**src/rtl/demux_router_if.sv**
```systemverilog
// demux_router_if: handshake bundle between an upstream producer and the
// demux_router, plus the shared downstream bus with per-destination
// valid/ready. The slave modport is the router's view; master is the
// environment's view.
interface demux_router_if #(
    parameter int switch_bits = 1,
    parameter int data_width  = 8
);
    localparam int N = 1 << switch_bits;

    logic                   in_valid;
    logic                   in_ready;
    logic [switch_bits-1:0] sel;
    logic [data_width-1:0]  data_IN;
    logic [N-1:0]           out_valid;
    logic [N-1:0]           out_ready;
    logic [data_width-1:0]  data_OUT;

    modport master (
        output in_valid,
        output sel,
        output data_IN,
        output out_ready,
        input  in_ready,
        input  out_valid,
        input  data_OUT
    );

    modport slave (
        input  in_valid,
        input  sel,
        input  data_IN,
        input  out_ready,
        output in_ready,
        output out_valid,
        output data_OUT
    );
endinterface

```
**src/rtl/demux_router.sv**
```systemverilog
// demux_router: 1-to-N demultiplexer with a two-entry (main + skid) buffer.
// Words leave in acceptance order on a shared data bus; out_valid is one-hot
// on the destination. in_ready is registered, so there is no combinational
// path from any out_ready to in_ready.
// Optional feature: define DEMUX_XFER_CNT_EN to add the 16-bit xfer_cnt
// port counting accepted words (wraps at 16'hFFFF).
module demux_router #(
    parameter int switch_bits = 1,
    parameter int data_width  = 8
) (
    input  logic        clk,
    input  logic        rst,
    demux_router_if.slave bus
`ifdef DEMUX_XFER_CNT_EN
    ,
    output logic [15:0] xfer_cnt
`endif
);
    localparam int N = 1 << switch_bits;

    typedef enum logic [1:0] {
        S_EMPTY = 2'd0,
        S_FULL  = 2'd1,
        S_SKID  = 2'd2
    } state_t;

    state_t                 r_state;
    logic                   r_in_ready;
    logic [N-1:0]           r_out_valid;
    logic [data_width-1:0]  r_main_data;
    logic [data_width-1:0]  r_skid_data;
    logic [switch_bits-1:0] r_skid_sel;

    logic [N-1:0]           w_in_onehot;
    logic [N-1:0]           w_skid_onehot;
    logic                   w_in_fire;
    logic                   w_out_fire;

    // Destination decoders for the incoming word and the skid entry.
    generate
        for (genvar gi = 0; gi < N; gi++) begin : g_dec
            assign w_in_onehot[gi]   = (bus.sel    == switch_bits'(gi));
            assign w_skid_onehot[gi] = (r_skid_sel == switch_bits'(gi));
        end
    endgenerate

    // Only the ready bit of the selected destination matters, since
    // out_valid has at most one bit set.
    assign w_in_fire  = bus.in_valid & r_in_ready;
    assign w_out_fire = |(r_out_valid & bus.out_ready);

    assign bus.in_ready  = r_in_ready;
    assign bus.out_valid = r_out_valid;
    assign bus.data_OUT  = r_main_data;

    // Buffer FSM; out_valid and in_ready are kept as registered outputs.
    always_ff @(posedge clk or negedge rst) begin
        if (!rst) begin
            r_state     <= S_EMPTY;
            r_in_ready  <= 1'b0;
            r_out_valid <= '0;
            r_main_data <= '0;
            r_skid_data <= '0;
            r_skid_sel  <= '0;
        end else begin
            case (r_state)
                S_EMPTY: begin
                    r_in_ready <= 1'b1;
                    if (w_in_fire) begin
                        r_main_data <= bus.data_IN;
                        r_out_valid <= w_in_onehot;
                        r_state     <= S_FULL;
                    end
                end
                S_FULL: begin
                    if (w_in_fire && w_out_fire) begin
                        r_main_data <= bus.data_IN;
                        r_out_valid <= w_in_onehot;
                        r_in_ready  <= 1'b1;
                    end else if (w_out_fire) begin
                        r_out_valid <= '0;
                        r_in_ready  <= 1'b1;
                        r_state     <= S_EMPTY;
                    end else if (w_in_fire) begin
                        // Main is stalled: park the new word and stop accepting.
                        r_skid_data <= bus.data_IN;
                        r_skid_sel  <= bus.sel;
                        r_in_ready  <= 1'b0;
                        r_state     <= S_SKID;
                    end else begin
                        r_in_ready  <= 1'b1;
                    end
                end
                S_SKID: begin
                    if (w_out_fire) begin
                        r_main_data <= r_skid_data;
                        r_out_valid <= w_skid_onehot;
                        r_in_ready  <= 1'b1;
                        r_state     <= S_FULL;
                    end else begin
                        r_in_ready  <= 1'b0;
                    end
                end
                default: begin
                    r_state     <= S_EMPTY;
                    r_out_valid <= '0;
                    r_in_ready  <= 1'b0;
                end
            endcase
        end
    end

`ifdef DEMUX_XFER_CNT_EN
    logic [15:0] r_xfer_cnt;

    // Count every accepted word; natural 16-bit wrap.
    always_ff @(posedge clk or negedge rst) begin
        if (!rst) begin
            r_xfer_cnt <= 16'd0;
        end else if (w_in_fire) begin
            r_xfer_cnt <= r_xfer_cnt + 16'd1;
        end
    end

    assign xfer_cnt = r_xfer_cnt;
`endif

endmodule

```
**src/flat_wrapper.sv**
```systemverilog
// flat-port wrapper written by rule: the top's interface ports become plain ports
module demux_router_flat 
#(
    parameter int switch_bits = 1,
    parameter int data_width  = 8
)
  (clk, rst, bus_in_valid, bus_sel, bus_data_IN, bus_out_ready, bus_in_ready, bus_out_valid, bus_data_OUT);
  demux_router_if #(.switch_bits(switch_bits), .data_width(data_width)) bus_i ();
  input  logic clk;
  input  logic rst;
  input wire logic [$bits(bus_i.in_valid)-1:0] bus_in_valid;
  input wire logic [$bits(bus_i.sel)-1:0] bus_sel;
  input wire logic [$bits(bus_i.data_IN)-1:0] bus_data_IN;
  input wire logic [$bits(bus_i.out_ready)-1:0] bus_out_ready;
  output wire logic [$bits(bus_i.in_ready)-1:0] bus_in_ready;
  output wire logic [$bits(bus_i.out_valid)-1:0] bus_out_valid;
  output wire logic [$bits(bus_i.data_OUT)-1:0] bus_data_OUT;
  assign bus_i.in_valid = bus_in_valid;
  assign bus_i.sel = bus_sel;
  assign bus_i.data_IN = bus_data_IN;
  assign bus_i.out_ready = bus_out_ready;
  assign bus_in_ready = bus_i.in_ready;
  assign bus_out_valid = bus_i.out_valid;
  assign bus_data_OUT = bus_i.data_OUT;
  demux_router #(.switch_bits(switch_bits), .data_width(data_width)) u_core (.clk(clk), .rst(rst), .bus(bus_i));
endmodule
```
**config.mk**
```make
export PLATFORM = sky130hd
export DESIGN_NAME = demux_router_flat
export DESIGN_NICKNAME = d
export VERILOG_FILES = /design/src/rtl/demux_router_if.sv /design/src/rtl/demux_router.sv /design/src/flat_wrapper.sv
export SDC_FILE = /design/constraint.sdc
export NUM_CORES = 1
export LEC_CHECK = 0
export CAP_MARGIN = 10
export CORE_ASPECT_RATIO = 2
export CORE_MARGIN = 1
export CORE_UTILIZATION = 41
export DETAILED_ROUTE_END_ITERATION = 12
export PLACE_DENSITY_LB_ADDON = 0.08
export SLEW_MARGIN = 20
export SYNTH_ARGS = -nofsm -noshare
export SYNTH_HDL_FRONTEND = slang
export SYNTH_SLANG_ARGS = --single-unit
```
**constraint.sdc**
```tcl
create_clock -name clk -period 2.5 [get_ports clk]
set_input_delay 0.25 -clock clk [delete_from_list [all_inputs] [get_ports clk]]
set_output_delay 0.25 -clock clk [all_outputs]
set_load 0.01 [all_outputs]
```
# Word-level counts from Yosys, hierarchy flattened
# Index checks and enable logic that the tools add are counted.
dict set report word_totals {
  register_bits 22
  latchBits 0
  mem_bits_rw 0
  rom_bits 0
  in_bits 14
  out_inout_bits 11
  word_cells 48
  mem_count 0
}
dict set report classes {
  addsub 0
  mul 0
  div_mod_pow 0
  magnitude_cmp 0
  n_eq_ne 8
  n_shift 0
  mux 20
  n_bitwise 6
  n_reduce_logical 8
}
# cell count
set op_table {}
lappend op_table {{$mux 8} 3}
lappend op_table {{$pmux 8 s3} 1}
lappend op_table {{$mux 2} 9}
lappend op_table {{$pmux 2 s3} 2}
lappend op_table {{$reduce_and 4->1} 3}
lappend op_table {{$ne 2x1->1 const B} 3}
lappend op_table {{$ne 3x1->1 const B} 2}
lappend op_table {{$mux 1} 4}
lappend op_table {{$not 1->1} 4}
lappend op_table {{$pmux 1 s3} 1}
lappend op_table {{$reduce_and 3->1} 1}
lappend op_table {{$reduce_bool 3->1} 1}
lappend op_table {{$and 2x2->2} 1}
lappend op_table {{$eq 2x1->1 const B} 1}
lappend op_table {{$eq 2x2->1 const B} 1}
lappend op_table {{$logic_not 2->1} 1}
lappend op_table {{$ne 2x2->1 const B} 1}
lappend op_table {{$reduce_or 2->1} 1}
lappend op_table {{$and 1x1->1} 1}
lappend op_table {{$logic_and 1x1->1} 1}

# Depth between registers and ports, before layout
dict set report logic_depth {
  depth_word 5
  mapped_depth 5
  depth_no_buf 4
}

# Worst setup path before layout
# No wires, ideal clock.
dict set report synth_path {
  kind {register to register}
  startpoint {register u_core.r_out_valid[1], in the netlist u_core.bus.out_valid[1]}
  endpoint {register u_core.r_main_data[0], in the netlist u_core.bus.data_OUT[0]}
  setup_ps 123
  arrival_time_ps 1334
  required_ps 2377
  setup_slack_ps 1043
  path_stages_with_launch 5
  n_path_buf 0
  period_less_slack_ps 1457
  path_cell_list {dfrtp_1 -> a22o_4 -> o21ai_4 -> o21ai_4 -> o221a_1}
}
dict set report synth_via {
  elab_chain_cells 5
  word_cells_on_any_way 6
  classes_between {eq/ne: 2; bitwise: 1; reduce/logical: 3}
}
# element line
set synth_lines {}
lappend synth_lines {{start, declared} demux_router.sv:29} ;# logic [N-1:0] r_out_valid;
lappend synth_lines {{start signal, assigned} demux_router.sv:71} ;# r_out_valid <= w_in_onehot;
lappend synth_lines {{start signal, assigned} demux_router.sv:78} ;# r_out_valid <= w_in_onehot;
lappend synth_lines {{start signal, assigned} demux_router.sv:97} ;# r_out_valid <= w_skid_onehot;
lappend synth_lines {{$and 2x2->2 (*)} demux_router.sv:50} ;# assign w_out_fire = |(r_out_valid & bus.out_ready);
lappend synth_lines {{$reduce_or 2->1 (*)} demux_router.sv:50}
lappend synth_lines {{$logic_and 1x1->1} demux_router.sv:76} ;# if (w_in_fire && w_out_fire) begin
lappend synth_lines {{$ne 2x1->1 (no line)} -}
lappend synth_lines {{$reduce_and 4->1 (no line) (*)} -}
lappend synth_lines {{end signal, assigned} demux_router.sv:70} ;# r_main_data <= bus.data_IN;
lappend synth_lines {{end signal, assigned} demux_router.sv:77} ;# r_main_data <= bus.data_IN;
lappend synth_lines {{end signal, assigned} demux_router.sv:96} ;# r_main_data <= r_skid_data;
lappend synth_lines {{end, declared} demux_router.sv:30} ;# logic [data_width-1:0] r_main_data;
# Mark *: on every way between the ends. The rest lies on a longest branch, timed or not.
# A chain may end at the register's enable or synchronous reset.

# Worst setup path after layout
dict set report layout_path {
  startpoint {input bus_out_ready[1]}
  endpoint {register u_core.r_main_data[6], in the netlist u_core.bus.data_OUT[6]}
}
dict set report layout_via {
  elab_chain_cells 5
  word_cells_on_any_way 6
  classes_between {eq/ne: 2; bitwise: 1; reduce/logical: 3}
}
# element line
set layout_lines {}
lappend layout_lines {{start, declared} flat_wrapper.sv:14} ;# input wire logic [$bits(bus_i.out_ready)-1:0] bus_out_ready;
lappend layout_lines {{$and 2x2->2 (*)} demux_router.sv:50}
lappend layout_lines {{$reduce_or 2->1 (*)} demux_router.sv:50}
lappend layout_lines {{$logic_and 1x1->1} demux_router.sv:76}
lappend layout_lines {{$ne 2x1->1 (no line)} -}
lappend layout_lines {{$reduce_and 4->1 (no line) (*)} -}
# Marked as above.

==> impl_metrics.csv <==
group,metric,value,unit
status,outcome,"completed",
power,total_leakage_power,0.545,nW
logic_synthesis,synth_async_sr_flop_share,100,%
clock_tree,ctsHoldBuffers,0,
critical_path,worstPathMaxFanout,9,
logic_synthesis,synth_common_cells,"22 x dfrtp_1, 9 x mux2_2, 8 x o221a_1",
placed_design,dp_hpwl,1.59,mm
route,wl_per_cell,15.9,µm
grt,antenna_found_initial,0,
sta,fin_skew,0.00253,ns
power,powerDensity,1170,nW/µm²
clock_tree,numCtsBuffers,3,
sta,setup_tns,0,ns
logic_synthesis,yosys.cell_types.count,27,
floorplan,num_rows,26,
sta,worst_slew_pin_slew,0.479,ns
clock_tree,tritoncts,"built",
logic_synthesis,yosysSeqAreaShare,51.0,%
grt,grt_pass1_vias,766,
logic_synthesis,synth_edf_count,0,
layout,n_fill_cell,230,
logic_synthesis,ys_ff_latch,22,
clock_tree,cts.sinks,22,
critical_path,worstPathCellList,"clkdlybuf4s50_1 > a22o_4 > o21ai_4 > o21ai_4 > o221a_1",
logic_synthesis,ys_warn_count,0,
power,seq_power_share,41.3,%
route,viasPerCell,5.78,
sta,slew_viol_final,0,
power,p_comb_share,43.3,%
logic_synthesis,yosysTopAreaCell,"dfrtp_1",
sta,hold_viol,0,
floorplan,io_pins,25,
power,p_int,0.00107,W
placed_design,globalplace.congestion,0.700,
placed_design,port_buffers,24,
sta,setup_viol,0,
logic_synthesis,synth_most_common_cell,"dfrtp_1",
floorplan,initial_core_util,42.6,%
critical_path,critical_path_required,2.64,ns
sta,fin_crit_sh,66.0,%
floorplan,die_area,2860,µm²
route,drt_iter0_drc,19,
critical_path,cp_top_family,"compound AO/OA/AOI/OAI gates",
min_path,hp-class,"in2async",
power,irDropWorstVdd,0.610,mV
layout,diodes,0,
clock_tree,h-tree-depth,1,
sta,min_period,1.65,ns
power,clkPwrFrac,15.4,%
grt,grt_max_degree,23,
logic_synthesis,synthTopCellsByArea,"dfrtp_1 51%, mux2_2 9.4%, o221a_1 8.3%, or3_1 4.1%, o21ai_4 3.0%",
clock_tree,insertion_delay,0.26,ns
grt,grt_pass1_wl,3.53,mm
route,drt_pass1_iterations,4,
clock_tree,clkTransAtPathRegs,0.08,ns
layout,drive_above_1_share,24.3,%
logic_synthesis,netlist.area_leader.share,51.0,%
route,drc,0,
logic_synthesis,synthesis.nets,95,
route,wirelength,2.14,mm
layout,synthToLayoutAreaGrowth,29.2,%
logic_synthesis,syn_inst,81,
floorplan,die_h,74.6,µm
layout,final_nets,122,
critical_path,cp_common_cell,"o21ai_4",
clock_tree,clock_path_buffers,2,
logic_synthesis,synth_area,1080,µm²
critical_path,cp.arrival,1.79,ns
layout,multi_input_area,495,µm²
grt,grt-ovfl-total,0,
critical_path,crit_path_end_kind,"register",
critical_path,max_stage_delay,0.48,ns
critical_path,critPathBufInv,1,
flow_run,cap_violations,0,
critical_path,r2r_cells,4,
clock_tree,cts.repair.resized,0,
grt,grt_usage,17.5,%
logic_synthesis,synth_area_per_cell,13.3,µm²
logic_synthesis,synth_ff_type,"dfrtp_1",
floorplan,core,2540,µm²
clock_tree,clockRootBuffer,"clkbuf_8",
sta,slew_headroom,68.0,%
sta,rsz0062_at_grt,"no",
critical_path,path_class,"in2reg",
power,switching_share,34.1,%
critical_path,crit_path_start_kind,"input port",
layout,seq_area,551,µm²
critical_path,slowest_stage,"clkdlybuf4s50_1",
route,vias,780,
power,p_sw,0.000556,W
clock_tree,cts_setup_buffers,0,
sta,hold_slack,0.333,ns
floorplan,die_x,38.3,µm
sta,timing.fmax,606,MHz
critical_path,path_depth,5,
route,drtAntennaViolNets,0,
power by group through the flow:
stage	Combinational (W)	Sequential, W	Clock, W
detailed placement	0.000715	0.000681	0
finish	0.000706	0.000673	0.000250
CTS	0.000716	0.000673	0.000260
global placement	0.000704	0.000674	0
floorplan	0.000461	0.000663	0
global route	0.000771	0.000699	0.000276
metal layers:
layer	global-route usage, %	part of all wire, %	vias to the layer above	routed length (µm)
met5	0	0	-	0
met3	1.79	2.9	2	62
met2	30.1	54	16	1150
li1	-	-	373	-
met1	21.4	43	389	911
met4	7.14	0.89	0	19
cells by family after synthesis:
group,count (synthesis),share of synthesized area [%]
compound gates,23,21.7
mux,10,10.3
flops,22,51.0
simple gates,22,13.9
buf+inv,4,3.13
layout make-up:
type                       count  area share [%]
timing repair buffer          25            17.8
sequential                    22            39.5
inverter                       1           0.807
multi-input combinational     55            35.5
clock buffer                   4            3.95
tap                           28            2.51
worst paths after layout:
kind                                          from                endpoint  slack [ns]
min reg2reg                  u_core.r_skid_data[5]   u_core.r_skid_data[5]        0.50
min                                            rst  u_core.bus.data_OUT[5]        0.33
max                               bus_out_ready[1]  u_core.bus.data_OUT[6]        0.85
max reg2reg                u_core.bus.out_valid[1]  u_core.bus.data_OUT[6]        0.86
min in group clk             u_core.r_skid_data[5]   u_core.r_skid_data[5]        0.50
max in group asynchronous                      rst   u_core.r_skid_data[1]        1.95
metrics by stage:
step / area (µm²) / util, % / power (W) / setup WS, ns / std cells
detailed placement: 1340 / 52.8 / 0.00140 / 0.565 / 131
global route: 1400 / 55.0 / 0.00175 / 0.788 / 135
global placement: 1340 / 52.8 / 0.00138 / 0.583 / 131
CTS: 1400 / 55.0 / 0.00165 / 0.842 / 135
floorplan: 1080 / - / 0.00112 / 1.04 / 81
finish: 1400 / 55.0 / 0.00163 / 0.849 / 135
sequential cells by signal, indices dropped and copies added, names as in the netlist:
register              flops
u_core.bus.in_ready       1
u_core.bus.data_OUT       8
u_core.r_skid_data        8
u_core.bus.out_valid      2
u_core.r_state            2
u_core.r_skid_sel         1
worst register-to-register path, cell delays in order (launching register included):
cell,delay [ns]
dfrtp_1,0.47
a22o_4,0.32
o21ai_4,0.31
o21ai_4,0.17
o221a_1,0.26
layout by cell type, fill, tap and decap left out, drive strengths merged, types with 2 or more instances in the layout:
cell type,netlist,final
o221a,8,8
or3,9,9
dfrtp,22,22
nand2,3,3
a311oi,2,2
clkbuf,1,4
and3,2,2
mux2,9,9
nor3b,3,3
o22ai,3,3
o21ai,3,3
clkdlybuf4s50,0,24
a21oi,3,3
No activity file was read; power rests on OpenSTA's default activity.
